$ cat src/rtl/sap_alu_pkg.sv
// Shared encodings for the SAP ALU path: FSM state codes and op-select values.
// Imported by serial_alu_ctrl.
package sap_alu_pkg;

    localparam logic [1:0] ST_IDLE = 2'd0;
    localparam logic [1:0] ST_RUN  = 2'd1;
    localparam logic [1:0] ST_DONE = 2'd2;

    localparam logic OP_ADD = 1'b0;
    localparam logic OP_SUB = 1'b1;

    typedef enum logic [1:0] {
        IDLE = ST_IDLE,
        RUN  = ST_RUN,
        DONE = ST_DONE
    } state_t;

endpackage

$ cat src/rtl/full_adder.sv
// Common 1-bit full adder cell.
// Ports: a, b, cin in; s (sum), cout (carry out) out.
module full_adder (
    input  logic a,
    input  logic b,
    input  logic cin,
    output logic s,
    output logic cout
);

    assign s    = a ^ b ^ cin;
    assign cout = (a & b) | (cin & (a ^ b));

endmodule

$ cat src/rtl/serial_alu_ctrl.sv
// Bit-serial add/subtract sequencer: one full_adder stepped LSB-first over WIDTH bits.
// Ports: clk, rst_n (async low), start/sub/a/b in; busy, done, result, carry, zero
// out; ovf out only when SERIAL_ALU_OVF_EN is defined.
module serial_alu_ctrl
    import sap_alu_pkg::*;
#(
    parameter int WIDTH = 8
) (
    input  logic             clk,
    input  logic             rst_n,
    input  logic             start,
    input  logic             sub,
    input  logic [WIDTH-1:0] a,
    input  logic [WIDTH-1:0] b,
    output logic             busy,
    output logic             done,
    output logic [WIDTH-1:0] result,
    output logic             carry,
`ifdef SERIAL_ALU_OVF_EN
    output logic             ovf,
`endif
    output logic             zero
);

    localparam int CW = (WIDTH > 1) ? $clog2(WIDTH) : 1;

    state_t           st;
    logic [WIDTH-1:0] a_sh;
    logic [WIDTH-1:0] b_sh;
    // Upper WIDTH-1 bits of the sum shifter; the bit that would fall
    // off the bottom is never needed, so it is not stored.
    logic [WIDTH-2:0] sum_hi;
    logic             cq;
    logic [CW-1:0]    cnt;
    logic             s;
    logic             cout;
    logic [WIDTH-1:0] nxt;
    logic             last;

    full_adder u_fa (
        .a    (a_sh[0]),
        .b    (b_sh[0]),
        .cin  (cq),
        .s    (s),
        .cout (cout)
    );

    assign nxt  = {s, sum_hi};
    assign last = (cnt == CW'(WIDTH - 1));

    always_ff @(posedge clk or negedge rst_n) begin
        if (!rst_n) begin
            st     <= IDLE;
            a_sh   <= '0;
            b_sh   <= '0;
            sum_hi <= '0;
            cq     <= 1'b0;
            cnt    <= '0;
            busy   <= 1'b0;
            done   <= 1'b0;
            result <= '0;
            carry  <= 1'b0;
            zero   <= 1'b0;
`ifdef SERIAL_ALU_OVF_EN
            ovf    <= 1'b0;
`endif
        end else begin
            unique case (st)
                IDLE: begin
                    if (start) begin
                        a_sh <= a;
                        // Subtract is A + ~B + 1: invert B, seed carry with 1.
                        b_sh <= b ^ {WIDTH{sub == OP_SUB}};
                        cq   <= sub;
                        cnt  <= '0;
                        busy <= 1'b1;
                        st   <= RUN;
                    end
                end
                RUN: begin
                    sum_hi <= nxt[WIDTH-1:1];
                    a_sh   <= {1'b0, a_sh[WIDTH-1:1]};
                    b_sh   <= {1'b0, b_sh[WIDTH-1:1]};
                    cq     <= cout;
                    cnt    <= cnt + CW'(1);
                    if (last) begin
                        result <= nxt;
                        carry  <= cout;
                        zero   <= (nxt == '0);
`ifdef SERIAL_ALU_OVF_EN
                        // Carry into MSB vs carry out of MSB.
                        ovf    <= cq ^ cout;
`endif
                        done   <= 1'b1;
                        st     <= DONE;
                    end
                end
                DONE: begin
                    done <= 1'b0;
                    busy <= 1'b0;
                    st   <= IDLE;
                end
                default: begin
                    st <= IDLE;
                end
            endcase
        end
    end

endmodule

$ cat config.mk
export PLATFORM = sky130hd
export DESIGN_NAME = serial_alu_ctrl
export DESIGN_NICKNAME = d
export VERILOG_FILES = /design/src/rtl/sap_alu_pkg.sv /design/src/rtl/full_adder.sv /design/src/rtl/serial_alu_ctrl.sv
export SDC_FILE = /design/constraint.sdc
export NUM_CORES = 1
export LEC_CHECK = 0
export ABC_CLOCK_PERIOD_IN_PS = 1570
export CELL_PAD_IN_SITES_DETAIL_PLACEMENT = 0
export CELL_PAD_IN_SITES_GLOBAL_PLACEMENT = 1
export CORE_UTILIZATION = 42
export DETAILED_ROUTE_END_ITERATION = 12
export PLACE_DENSITY_LB_ADDON = 0.1
export SKIP_LAST_GASP = 1
export SYNTH_ARGS = -nofsm -noshare
export SYNTH_HDL_FRONTEND = slang
export SYNTH_HIERARCHICAL = 1
export SYNTH_SLANG_ARGS = --single-unit
$ cat constraint.sdc
create_clock -name clk -period 1.57 [get_ports clk]
set_input_delay 0.314 -clock clk [delete_from_list [all_inputs] [get_ports clk]]
set_output_delay 0.314 -clock clk [all_outputs]
set_load 0.01 [all_outputs]
---- Word level (Yosys, flattened, before mapping) ----
Cells that the tools add are included.
word-level totals
  register bits after elaboration ......... 41
  bits of input ports ..................... 20
  logic and storage cells ................. 48
cells by class
  add/sub/neg operators ................... 1
  eq/ne operators ......................... 5
  multiplexer cells ....................... 15
  bitwise logic cells ..................... 6
  reduce and logical (&&, ||, !) cells .... 10
operators with widths
  kind                                                                   count
  8-bit case mux with 2 select lines                                     2
  8-bit 2-to-1 mux                                                       2
  2-bit AND reduction                                                    5
  8-bit logical NOT                                                      1
  8-bit bitwise XOR                                                      1
  1-bit case mux with 2 select lines                                     3
  3-bit case mux with 2 select lines                                     1
  2-bit nonzero test                                                     3
  2-bit 2-to-1 mux                                                       2
  2-bit inequality test, second input constant                           2
  2-bit case mux with 2 select lines                                     1
  3-bit by 1-bit adder with 3-bit output, second input constant          1
  3-bit equality test, second input constant                             1
  1-bit 2-to-1 mux                                                       3
  3-bit 2-to-1 mux                                                       1
  1-bit bitwise AND                                                      2
  2-bit by 1-bit equality test with 1-bit output, second input constant  1
  2-bit equality test, second input constant                             1
  2-bit logical NOT                                                      1
  1-bit bitwise XOR                                                      2
  1-bit OR                                                               1

---- Depth between registers and ports, before layout ----
Gate-level depths: netlist of run 1.
  depth in word-level cells ............... 4
  depth in mapped cells ................... 6

---- By module ----
The synthesis of run 1 kept the hierarchy.
by module, submodules not included
  module           times used  cells an instance  area each (um^2)  seq. area each (um^2)
  serial_alu_ctrl  1           160                1,896.8           1,026.0
  full_adder       1           1                  20.0              0.0

---- Worst setup path after synthesis of run 1 ----
No wires, ideal clock.
  path kind ............................... reg2reg
  start ................................... register cnt[0]
  end ..................................... register carry
  library setup time ...................... 0.125 ns
  data arrival time ....................... 1.323 ns
  path slack .............................. 0.122 ns
  cell stages (with the launch flop) ...... 6
  cells stage by stage .................... dfrtp_1 -> ha_1 -> ha_1 -> nand3b_2 -> buf_6 -> mux2_2
between the ends
  cells in the longest elaborated chain, start to end .. 2
RTL lines
  item                           line                   RTL
  start, declared                serial_alu_ctrl.sv:34  logic [CW-1:0] cnt;
  start signal, assigned         serial_alu_ctrl.sv:85  cnt <= cnt + CW'(1);
  3-bit equality test            serial_alu_ctrl.sv:49  assign last = (cnt == CW'(WIDTH - 1));
  2-bit AND reduction (no line)  --
  end signal, assigned           serial_alu_ctrl.sv:88  carry <= cout;
  end, declared                  serial_alu_ctrl.sv:18  output logic carry,
Every way passes these cells.
A chain may end at the register's enable or synchronous reset.

---- Final worst setup path of run 1 ----
Ends and elaborated chain as after synthesis.

==> impl_metrics.ini, run 1 <==
[detailed_routing]
detail_route.wirelength_mm = 3.84
routed_via_density = 5.30
detail_route.first_pass.iterations = 4
drc_markers = 0
detail_route.iter0.violations = 89
routed-via-count = 1373
detail_route.wl_per_cell_um = 14.8
postRouteAntennaNets = 0

[layout]
insertedDiodeCount = 0
fin_util = 0.565
share_of_cells_above_drive_strength_1 = 0.242
num-nets-final = 229
final.fill_count = 396
area_growth_pct = 29.2

[sta]
finClkSkew_ns = 0.00588
final_period_minus_worst_setup_slack_ns = 1.51
setup_viol = 0
fin_hold_ws_ns = 0.495
relative_slew_margins = 0.692
maxClockFrequency_mhz = 662
finalHoldViolCount = 0
maxSlewViolCount = 0
period_share = 0.963
setup_slack_of_the_critical_path_after_layout_ns = 0.0586
slew_at_the_pin_closest_to_its_max_slew_limit_ns = 0.463

[worst_hold_path]
holdCritPathClass = in -> async

[critical_path]
criticalPathCategory = reg -> reg
worst-endpoint-arrival_ns = 1.69
crit_path_start = cnt[0]
regToRegStartpoint = cnt[0]
cp_max_fo = 12
startpoint_type = flop
crit_path_end_kind = flop
cp.required_ns = 1.75

[place]
dpl.hpwl_mm = 2.73
detailedPlace.worstSlack_ns = -0.0851
placement.io_buffers = 31
finalWeightedCongestion = 0.736

[die]
rows = 24
coreArea_um2 = 4380
dieHeight_um = 69.6
initial_core_util = 0.437
die-area_um2 = 4840
io_pins = 32
die_boundary_width_um = 69.6

[clocking]
clock_tree.htree_level_count = 2
clk_root_buffer_cell = clkbuf_8
tritoncts = built
cts_inserted_buffers = 5
clkLatencyLatePin_ns = 0.29
clockBufferDepth = 2
tritoncts_num_sinks = 41
cts.clk_slew.worst_paths_ns = 0.08

[global_routing]
grt_first_pass_wirelength_mm = 6.63
first_global_vias = 1460
largest_net_degree_at_the_start_of_global_routing = 24
grt.overflow.total = 0
antenna_found_initial = 0
globalRouteTotalUtil = 0.173

[power_and_ir_drop]
power.density_cell_area_nw_per_um2 = 1690
report.power.total_mw = 4.19
static-leakage-power_nw = 1.06
sw_frac = 0.332
internal_power_mw = 2.80
seq_power_share = 0.426
worst_ir_drop_vdd_mv = 0.824
combinational_cell_fraction_of_total_power = 0.410
clock_group_share_of_total_power = 0.164
power_switching_mw = 1.39

[synth]
synth.lib_cells_used.distinct = 28
nets_in_the_synthesized_netlist = 184
post_synth.cell_area_avg_um2 = 11.9
proportion_of_synthesized_chip_area_in_sequential_cells = 0.535
mappedNetlistArea_um2 = 1920
seq_cells_post_synth = 41
synthesis.yosys.warnings = 6
syn_inst = 161

[run_status]
result_of_the_run = complete, no violations

[flow_run]
maxCapViolCount = 0
## registers in the layout, indices dropped and copies added, names as in the netlist
name    cells
a_sh        8
b_sh        8
busy        1
carry       1
cnt         3
cq          1
done        1
result      8
st          2
sum_hi      7
zero        1
## cell families (layout without fill, tap and decap cells)
family          after synthesis  after routing  synth area share
compound gates               46             46             0.168
xor+xnor                      8              8            0.0366
fa+ha+maj                     3              3            0.0235
buf+inv                      14             60            0.0437
flops                        41             41             0.535
mux                          17             17            0.0999
simple gates                 32             32            0.0927
## layout by cell type (no fill, tap or decap), drive strengths merged, types with 3 or more instances in the layout
cell type,instances
a22oi,10
inv,3
o21ai,11
dfrtp,41
mux2,17
a21oi,14
clkbuf,6
o221ai,4
xnor2,7
nand2,14
nor2b,10
buf,18
clkdlybuf4s50,28
## final cells by class
class	count	area, µm²	share of cell area
sequential	41	1030	0.414
inverter	3	11.3	0.00455
multi-input combinational	106	813	0.328
tap	52	65.1	0.0263
clock inverter	2	15.0	0.00606
clock buffer	6	72.6	0.0293
timing repair buffer	49	473	0.191
## power groups by stage
stage               Clock [mW]  Sequential (mW)  Combinational [mW]
floorplan                    0             1.78                1.00
global placement             0             1.78                1.61
detailed placement           0             1.81                1.66
CTS                      0.713             1.79                1.66
global route             0.755             1.85                1.87
finish                   0.686             1.78                1.72
## routing by layer
layer | share of wire | up-vias | GRT usage | routed length, µm
li1 | - | 660 | - | -
met1 | 0.46 | 681 | 0.225 | 1780
met2 | 0.49 | 27 | 0.285 | 1880
met3 | 0.035 | 5 | 0.0451 | 136
met4 | 0.011 | 0 | 0.0476 | 44
met5 | 0 | - | 0 | 0
## what timing repair did
action | 4_1_cts | 5_1_grt
endpoints found under the setup margin | 1 | 3
endpoints found under the hold margin | 18 | 0
resized for setup | 0 | 4
hold buffers | 1 | 0
setup buffers | 0 | 2
pin swaps | 1 | 1
## cells in the mapped netlist
cell	number	area share
dfrtp_1	41	0.54
mux2_2	17	0.10
a21oi_1	14	0.037
nand2_1	14	0.027
o21ai_0	11	0.029
a22oi_1	10	0.039
nor2b_1	10	0.033
xnor2_1	7	0.032
buf_2	4	0.010
o221ai_2	4	0.031
buf_6	3	0.018
clkbuf_1	3	0.0059
inv_1	3	0.0059
a22o_1	2	0.0091
and2b_1	2	0.0078
ha_1	2	0.013
nor4_1	2	0.0065
o211ai_1	2	0.0078
a221o_1	1	0.0052
buf_4	1	0.0039
fa_1	1	0.010
nand3b_2	1	0.0059
nor2_1	1	0.0020
nor2_4	1	0.0059
o21bai_2	1	0.0059
o2bb2ai_1	1	0.0046
or3b_1	1	0.0046
xor2_1	1	0.0046
## final timing paths
path,slack [ns],end,cells after the start
worst min register to register,0.50,b_sh[4],2
worst min-delay path,0.50,result[1],2
min in group clk,0.50,b_sh[4],2
worst max register to register,0.06,carry,5
worst max-delay path,0.06,carry,5
max in group asynchronous,0.59,b_sh[7],3
## stage by stage
stage	cell area, µm²	std cells	TNS (ns)
floorplan	1920	161	0
detailed placement	2350	248	-0.716
CTS	2450	257	0
finish	2480	259	0
global placement	2350	248	-0.269
global route	2480	259	-0.000174
## worst max-delay path: stages (launching register included)
cell and delay [ns]:
dfrtp_1 0.40, ha_1 0.21, ha_1 0.21, nand3b_2 0.10, buf_12 0.14, mux2_2 0.34
Power figures use the tool's default switching activity.
==> run 2, diff against run 1 <==
--- a/config.mk
+++ b/config.mk
@@ -5,14 +5,14 @@
 export SDC_FILE = /design/constraint.sdc
 export NUM_CORES = 1
 export LEC_CHECK = 0
-export ABC_CLOCK_PERIOD_IN_PS = 1570
+export ABC_CLOCK_PERIOD_IN_PS = 1500
 export CELL_PAD_IN_SITES_DETAIL_PLACEMENT = 0
 export CELL_PAD_IN_SITES_GLOBAL_PLACEMENT = 1
-export CORE_UTILIZATION = 42
+export CORE_UTILIZATION = 41
 export DETAILED_ROUTE_END_ITERATION = 12
+export MAX_ROUTING_LAYER = met4
 export PLACE_DENSITY_LB_ADDON = 0.1
 export SKIP_LAST_GASP = 1
 export SYNTH_ARGS = -nofsm -noshare
 export SYNTH_HDL_FRONTEND = slang
-export SYNTH_HIERARCHICAL = 1
 export SYNTH_SLANG_ARGS = --single-unit
==> constraint.sdc (replaced) <==
create_clock -name clk -period 1.5 [get_ports clk]
set_input_delay 0.3 -clock clk [delete_from_list [all_inputs] [get_ports clk]]
set_output_delay 0.3 -clock clk [all_outputs]
set_load 0.01 [all_outputs]
==> run 2 against run 1 <==
Against the previous run:
- the flow now finishes with violations (negative setup slack)
- critical path type unchanged
- largest cell class unchanged
- routed wire length decreased by 0.76%
- flip-flop and latch count unchanged
- clock skew increased by 0.0044 ns
- critical path depth unchanged
- utilization increased by 0.77 points
==> impl_metrics.ini, run 2 <==
[synth]
synth_enable_flop_cells = 0
synth_ff_type = dfrtp_1
synth_commonest_cells = dfrtp_1, mux2_2, a21oi_1, nor2b_1, o21ai_0
post_synth.cell_area_avg_um2 = 11.6
synth_largest_type_area_fraction = 0.547
synth_top_area_cell = dfrtp_1
synthesis.yosys.warnings = 0
synth_top_cells_by_area = dfrtp_1, mux2_2, a22oi_1
nets_in_the_synthesized_netlist = 184
syn_inst = 161
proportion_of_synthesized_chip_area_in_sequential_cells = 0.547
async_set_or_reset_flop_fraction_in_the_synthesized_netlist = 1.00
seq_cells_post_synth = 41
synth.lib_cells_used.distinct = 27
synth.most_common_cell = dfrtp_1
mappedNetlistArea_um2 = 1880

[run_status]
result_of_the_run = finished with violations
failed_checks = negative setup slack

[critical_path]
startpoint_type = flop
worst-endpoint-arrival_ns = 1.69
slowest_cp_cell = dfrtp_1
crit_path_cell_trace = ha_1, ha_1, nand3b_1, buf_12, mux2_2
critical_path.n_buffers_inverters = 1
cp.required_ns = 1.69
criticalPathCategory = reg -> reg
cell_repeated_most_along_the_worst_path = ha_1
cp_max_fo = 11
max_stage_delay_ns = 0.39
crit_path_end_kind = flop
worst_path_dominant_cell_family = adder cells

[place]
finalWeightedCongestion = 0.754
placed_cells = 253
dpl.hpwl_mm = 2.66
detailedPlace.worstSlack_ns = -0.189
placed_area_um2 = 2370
placement.io_buffers = 31

[detailed_routing]
routed_via_density = 5.29
routed-via-count = 1386
drc_markers = 0
detail_route.iter0.violations = 66
postRouteAntennaNets = 0
detail_route.first_pass.iterations = 4
detail_route.wl_per_cell_um = 14.5
detail_route.wirelength_mm = 3.81

[power_and_ir_drop]
power.density_cell_area_nw_per_um2 = 1790
internal_power_mw = 3.07
seq_power_share = 0.417
sw_frac = 0.319
combinational_cell_fraction_of_total_power = 0.385
power_switching_mw = 1.44
worst_ir_drop_vdd_mv = 0.931
clock_group_share_of_total_power = 0.198
report.power.total_mw = 4.50
static-leakage-power_nw = 1.19

[worst_hold_path]
holdCritPathClass = in -> async

[sta]
maxClockFrequency_mhz = 665
relative_slew_margins = 0.652
maxSlewViolCount = 0
setup_tns_ns = -0.00898
setup_slack_of_the_critical_path_after_layout_ns = -0.00400
setup_viol = 3
period_share = 1.00
slew_at_the_pin_closest_to_its_max_slew_limit_ns = 0.523
finClkSkew_ns = 0.0102
final_period_minus_worst_setup_slack_ns = 1.50
unrepaired_setup_endpoints_after_global_routing = yes
fin_hold_ws_ns = 0.0634
finalHoldViolCount = 0

[global_routing]
first_global_vias = 1425
globalRouteTotalUtil = 0.177
antenna_found_initial = 0
grt_first_pass_wirelength_mm = 6.59
largest_net_degree_at_the_start_of_global_routing = 42
grt.overflow.total = 0

[clocking]
cts_inserted_buffers = 5
clock_tree.htree_level_count = 2
clk_root_buffer_cell = clkbuf_8
tritoncts_num_sinks = 41
tritoncts = built
clockBufferDepth = 2
clkLatencyLatePin_ns = 0.29
cts.clk_slew.worst_paths_ns = 0.09

[die]
coreArea_um2 = 4380
initial_core_util = 0.428
die_boundary_width_um = 69.6
rows = 24
dieHeight_um = 69.6
die-area_um2 = 4850
io_pins = 32

[layout]
num-nets-final = 232
mostFrequentLayoutCells = dfrtp_1, buf_4, clkdlybuf4s50_1
area_growth_pct = 33.8
regArea_um2 = 1030
layout.cells.most_common = dfrtp_1
fin_util = 0.572
area_occupied_by_multi_input_gates_um2 = 778
finalInstanceArea_um2 = 2510
reg_top3 = a_sh: 8 flops, b_sh: 8 flops, result: 8 flops
count_of_placed_standard_cells_in_the_final_layout_fillers_left_out = 262
share_of_cells_above_drive_strength_1 = 0.238
insertedDiodeCount = 0
final.fill_count = 374

[flow_run]
maxCapViolCount = 0
## run 2: changes by cell type after synthesis, moves of 2 or more
cell      previous run  this run
o221ai_2             4         0
nor2_1               1         3
nand2_1             14        10
and2b_1              2         0
o221ai_1             0         2
nor2b_1             10        12
a221o_1              1         3
buf_6                3         1
buf_2                4         8
## run 2: worst paths after layout
| path | to | slack (ns) | start | depth (start not counted) |
|---|---|---|---|---|
| min | result[6] | 0.06 | rst_n | 2 |
| max in group asynchronous | cnt[2] | 1.07 | rst_n | 2 |
| max | result[3] | -0.004 | cnt[0] | 5 |
| min in group clk | zero | 0.48 | zero | 2 |
| max reg2reg | result[3] | -0.004 | cnt[0] | 5 |
| min reg2reg | zero | 0.48 | zero | 2 |
## run 2: cell families after synthesis
group	after synthesis	share of synthesized area
XOR/XNOR	8	0.0374
AO/OA/AOI/OAI	47	0.167
multiplexers	17	0.102
buffers and inverters	16	0.0414
AND/OR/NAND/NOR	29	0.0814
adder cells (fa/ha/maj)	3	0.0240
flip-flops	41	0.547
## run 2: cell type report
type	count	area share
inverter	4	0.00598
tap	52	0.0259
timing repair buffer	53	0.203
clock inverter	3	0.0184
multi-input combinational	104	0.310
clock buffer	5	0.0274
sequential	41	0.409
## run 2: timing repair
item                                    CTS  global route
hold buffers                              0             0
setup buffers                             1             0
endpoints found under the setup margin   14            18
gates resized for setup                   4             9
pin swaps                                 0             0
## run 2: worst register-to-register path, stage by stage (launching register included)
cell and delay (ns):
dfrtp_1 0.39, ha_1 0.20, ha_1 0.20, nand3b_1 0.13, buf_12 0.15, mux2_2 0.33
## run 2: power by group through the flow
| stage | registers [mW] | logic [mW] | clock network [mW] |
|---|---|---|---|
| 2_1_floorplan | 1.86 | 1.00 | 0 |
| 3_3_place_gp | 1.87 | 1.71 | 0 |
| 3_5_place_dp | 1.90 | 1.77 | 0 |
| 4_1_cts | 1.88 | 1.75 | 0.923 |
| 5_1_grt | 1.95 | 1.90 | 0.970 |
| 6_report | 1.88 | 1.73 | 0.894 |
## run 2: routing by layer
layer  track usage  vias to the layer above  part of all wire
met5             -                        -                 0
li1              -                      675                 -
met4        0.0556                        0            0.0068
met2         0.282                       36              0.47
met1         0.223                      673              0.47
met3        0.0465                        2             0.049
==> run 3, diff against run 2 <==
--- a/config.mk
+++ b/config.mk
@@ -11,7 +11,7 @@
 export CORE_UTILIZATION = 41
 export DETAILED_ROUTE_END_ITERATION = 12
 export MAX_ROUTING_LAYER = met4
-export PLACE_DENSITY_LB_ADDON = 0.1
+export PLACE_DENSITY = 0.83
 export SKIP_LAST_GASP = 1
 export SYNTH_ARGS = -nofsm -noshare
 export SYNTH_HDL_FRONTEND = slang
==> run 3 against run 2 <==
Against the previous run:
- the flow still finishes with violations (negative setup slack)
- sequential power hardly changed
- first-iteration DRC count up 20%
- global-route usage increased by 0.99 points
- sequential share of layout area is 0.56 points higher
- register-to-register slack about the same
- flip-flop and latch count is the same
- worst setup slack lost 0.0054 ns
==> impl_metrics.ini, run 3 (synthesis gave the netlist of run 2 again) <==
[run_status]
result_of_the_run = finished with violations
failed_checks = negative setup slack

[global_routing]
globalRouteMet1Util = 0.230
globalRouteTotalUtil = 0.187
gr-usage-met2 = 0.311
first_global_vias = 1483
grt.busiest_layer = met2
groute.layer.met3.usage = 0.0407
grt.overflow.total = 0
antenna_found_initial = 0
largest_net_degree_at_the_start_of_global_routing = 19
grt_first_pass_wirelength_mm = 6.98

[layout]
layout.cells.most_common = dfrtp_1
final.fill_count = 363
reg_top3 = a_sh: 8 flops, b_sh: 8 flops, result: 8 flops
area_occupied_by_multi_input_gates_um2 = 778
count_of_placed_standard_cells_in_the_final_layout_fillers_left_out = 262
share_of_cells_above_drive_strength_1 = 0.233
area_growth_pct = 32.0
insertedDiodeCount = 0
num-nets-final = 232
fin_util = 0.565
mostFrequentLayoutCells = dfrtp_1, buf_4, clkdlybuf4s50_1
regArea_um2 = 1030

[critical_path]
criticalPathCategory = reg -> reg
cell_repeated_most_along_the_worst_path = ha_1
startpoint_type = flop
crit_path_start = cnt[0]
cp.required_ns = 1.68
worstReg2RegEnd = result[1]
slowest_cp_cell = dfrtp_1
crit_path_cell_trace = ha_1, ha_1, nand3b_1, buf_12, mux2_2
max_stage_delay_ns = 0.38
r2r_slack_ns = -0.009
worst-endpoint-arrival_ns = 1.69
regToRegStartpoint = cnt[0]
cp_max_fo = 12
crit_path_end_kind = flop
worst_r2r_path_depth = 5

[detailed_routing]
detail_route.first_pass.iterations = 4
drc_markers = 0
detail_route.wirelength_mm = 4.00
detail_route.iter0.violations = 79
detail_route.wl_per_cell_um = 15.3
routed-via-count = 1374
postRouteAntennaNets = 0
routed_via_density = 5.24

[power_and_ir_drop]
internal_power_mw = 2.87
static-leakage-power_nw = 1.18
sw_frac = 0.337
clock_group_share_of_total_power = 0.165
worst_ir_drop_vdd_mv = 0.558
power.density_cell_area_nw_per_um2 = 1750
power_switching_mw = 1.46
combinational_cell_fraction_of_total_power = 0.401
seq_power_share = 0.434

[clocking]
tritoncts = built
clock_tree.htree_level_count = 2
cts.clk_slew.worst_paths_ns = 0.08
post_cts.repair.setup_buffers = 0
cts_inserted_buffers = 5
clk_root_buffer_cell = clkbuf_8
tritoncts_num_sinks = 41
clkLatencyLatePin_ns = 0.29
clockBufferDepth = 2

[sta]
setup_slack_of_the_critical_path_after_layout_ns = -0.00944
unrepaired_setup_endpoints_after_global_routing = yes
slew_at_the_pin_closest_to_its_max_slew_limit_ns = 0.319
finClkSkew_ns = 0.00448
relative_slew_margins = 0.787
period_share = 1.01
maxSlewViolCount = 0
fin_hold_ws_ns = 0.421
setup_viol = 3
maxClockFrequency_mhz = 662
final_period_minus_worst_setup_slack_ns = 1.51
finalHoldViolCount = 0

[place]
placed_cells = 253
placement.io_buffers = 31
finalWeightedCongestion = 0.833
dpl.hpwl_mm = 2.95

[worst_hold_path]
holdCritPathClass = in -> async

[die]
rows = 24
die_boundary_width_um = 69.6
initial_core_util = 0.428
coreArea_um2 = 4380
io_pins = 32
die-area_um2 = 4850
dieHeight_um = 69.6

[flow_run]
maxCapViolCount = 0
[run 3: how the worst max path moves through the flow]
| stage | slack [ns] | cells past startpoint | endpoint |
|---|---|---|---|
| after floorplan | 0.0001 | 5 | carry |
| after global placement | -0.18 | 4 | b_sh[4] |
| after detailed placement | -0.23 | 4 | b_sh[4] |
| after CTS | -0.02 | 5 | result[1] |
| after global routing | -0.08 | 5 | result[1] |
| final | -0.009 | 5 | result[1] |
[run 3: power groups by stage]
stage | sequential, mW | combinational, mW | clock [mW]
detailed placement | 1.90 | 1.77 | 0
floorplan | 1.86 | 1.00 | 0
global placement | 1.86 | 1.67 | 0
global route | 1.94 | 1.90 | 0.783
CTS | 1.88 | 1.76 | 0.724
finish | 1.88 | 1.73 | 0.716
[run 3: per-layer routing]
metal | vias up | share of wire
met2 | 40 | 0.49
met4 | 0 | 0.010
met5 | - | 0
met3 | 5 | 0.049
met1 | 664 | 0.45
li1 | 665 | -
[run 3: what timing repair did]
action | 4_1_cts | 5_1_grt
setup endpoints to repair | 11 | 20
gates resized for setup | 2 | 10
hold endpoints to repair | 13 | 0
hold buffers | 1 | 0
pin swaps | 0 | 1
[run 3: final cells by class]
cell class | instances | share of cell area
sequential | 41 | 0.414
clock buffer | 5 | 0.0278
timing repair buffer | 53 | 0.204
multi-input combinational | 104 | 0.314
clock inverter | 3 | 0.00707
inverter | 4 | 0.00606
tap | 52 | 0.0263
[run 3: metrics by stage]
stage | setup slack (ns) | setup TNS [ns] | cell area [µm²] | total power, mW
CTS | -0.0208 | -0.115 | 2450 | 4.36
floorplan | 0.000101 | 0 | 1880 | 2.87
global placement | -0.184 | -2.15 | 2350 | 3.53
finish | -0.00944 | -0.0162 | 2480 | 4.33
global route | -0.0818 | -0.737 | 2480 | 4.63
detailed placement | -0.232 | -2.92 | 2350 | 3.67
[run 3: critical path: cells and delay by family (launching register included)]
kind | cells | cell delay, ns
fa+ha+maj | 2 | 0.39
flops | 1 | 0.38
mux | 1 | 0.33
buf+inv | 1 | 0.15
simple gates | 1 | 0.13
==> RTL change (settings of run 1) <==
`WIDTH`: 8 -> 16.
--- a/src/rtl/serial_alu_ctrl.sv
+++ b/src/rtl/serial_alu_ctrl.sv
@@ -5,5 +5,5 @@
     import sap_alu_pkg::*;
 #(
-    parameter int WIDTH = 8
+    parameter int WIDTH = 16
 ) (
     input  logic             clk,
Interface: changed (resized a, b and result); port bits go from 32 to 56. The function was not compared with the original's and may differ.
==> RTL change against run 1 <==
- wire length up 77%
- design area is 79% higher
- area after synthesis rose by 76%
- sequential cell count is 33 higher
- die area increased by 73%
- power rose by 110%
- first-iteration DRC count increased by 35%
- utilization rose by 0.87 points
- setup slack worse by 16 ps
- highest routed layer unchanged
- clock skew rose by 3.7 ps
- critical path type unchanged
- count of clock-buffer cells in the layout up 4
- fmax fell by 1.0%
- the flow now finishes with violations (hold timing)
==> RTL change: results (changes against run 1) <==
[sta]
finalHoldViolations = 1  ; was 0
hold_slack_ps = -3.885  ; was 495.5 ps
finalWorstSetupSlack_ps = 43.03  ; was 58.59 ps
skew_ps = 9.583  ; was 5.884 ps
relSlewSlack_pct = 60.11  ; was 69.16%

[detailed_routing]
met2_length_mm = 3.284  ; was 1.881 mm
drt_wl_total_mm = 6.811  ; was 3.839 mm
drt-met1-wl_mm = 3.204  ; was 1.777 mm
dr_total_vias = 2320  ; was 1,373
vias_per_cell = 5.285  ; was 5.301
drt_iter0_drc = 120  ; was 89

[place]
pre_cts_slack_ps = -360.8  ; was -85.07 ps
place_congestion = 0.7514  ; was 0.7356

[global_routing]
grt_start_max_net_pins = 75  ; was 24
grt_pass1_wl_mm = 11.73  ; was 6.630 mm

[synth]
synth.distinct_cells = 36  ; was 28
synth_compound_area_share_pct = 16.96  ; was 16.84%
synth.area.top_cells = dfrtp_1 (55%), mux2_4 (7.6%), mux2_2 (5.3%), a2bb2oi_1 (3.6%), o22a_1 (3.6%)  ; was dfrtp_1 (54%), mux2_2 (10%), a22oi_1 (3.9%), a21oi_1 (3.7%), nor2b_1 (3.3%)
synth.area.mux_share_pct = 13.80  ; was 9.987%
synth_adder_area_share_pct = 0.9647  ; was 2.350%
ys_seq_area_share_pct = 54.92  ; was 53.52%
syn_nets = 306  ; was 184
syn_inst = 268  ; was 161

[worst_setup_path]
crit_start = st[1]  ; was cnt[0]
slowest_stage = dfrtp_2  ; was dfrtp_1
critical-path-max-stage-delay_ps = 460  ; was 400 ps
worstReg2RegEnd = result[0]  ; was carry
r2r_cells = 4  ; was 5

[clock_network]
htreeDepth = 3  ; was 2
clk_latency_ps = 340  ; was 290 ps
cts_buffers = 9  ; was 5

[pwr]
peakVddDrop_v = 0.0006007  ; was 0.0008242 V
static-leakage-power_nw = 2.026  ; was 1.061 nW
p_sw_w = 0.002707  ; was 0.001390 W

[status]
status = finished, violations left  ; was completed
violations = hold timing

[final_layout]
nets = 370  ; was 229

-- RTL change: changes by cell type in the layout (fill, tap and decap cells not counted), moves of 7 or more --
cell,change
a2bb2oi_1,+14
xnor2_1,+7
mux2_4,+17
dlymetal6s2s_1,+16
o21ai_0,+10
o22a_1,+14
dfrtp_1,+32
-- RTL change: kinds of logic after synthesis --
family                     after synthesis
adders and majority gates                2
DFF                                     74
and+or+nand+nor                         37
xor gates and xnor gates                16
AOI/OAI and AO/OA                       81
buffers and inverters                   22
muxes                                   36
-- RTL change: worst min path at each step --
stage / from / endpoint / slack (ps) / cells after the start
global placement: rst_n / result[10] / 390 / 2
floorplan: rst_n / a_sh[0] / 20 / 0
CTS: rst_n / result[6] / 10 / 2
global route: rst_n / result[9] / 40 / 2
finish: rst_n / result[10] / -4 / 2
detailed placement: rst_n / result[10] / 380 / 2
-- RTL change: area by class of cell --
class	count	area [um2]
sequential	74	1853
tap	102	127.6
timing repair buffer	73	785.8
multi-input combinational	172	1415
clock inverter	6	115.1
fill	647	3296
clock buffer	10	127.6
inverter	2	7.507
-- RTL change: power groups by stage --
stage / Combinational [W] / Sequential [W] / Clock [W]
2_1_floorplan: 0.00230 / 0.00339 / 0
3_3_place_gp: 0.00347 / 0.00344 / 0
3_5_place_dp: 0.00354 / 0.00345 / 0
4_1_cts: 0.00355 / 0.00343 / 0.00181
5_1_grt: 0.00378 / 0.00355 / 0.00190
6_report: 0.00345 / 0.00341 / 0.00176
-- RTL change: what timing repair did --
| action | 4_1_cts | 5_1_grt |
|---|---|---|
| gates resized for setup | 4 | 19 |
| hold endpoints to repair | 0 | 0 |
| setup endpoints to repair | 4 | 35 |
| buffers inserted | 0 | 0 |
-- RTL change: through the flow --
step	cell area, um2	utilization [%]	total power (W)
floorplan	3372	-	0.005685
global placement	4136	53.53	0.006907
detailed placement	4136	53.53	0.006995
CTS	4385	56.75	0.008796
global route	4432	57.35	0.009224
finish	4432	57.35	0.008627
-- RTL change: critical path, delay by kind of cell (launching register included) --
| kind | cells | cell delay [ps] |
|---|---|---|
| buf+inv | 1 | 170 |
| flops | 1 | 460 |
| mux | 1 | 310 |
| simple gates | 2 | 470 |
-- RTL change: layer usage --
layer	track usage (%)	up-vias
met5	0	-
met3	3.015	8
met2	28.20	42
li1	-	1106
met1	24.84	1164
met4	7.143	0
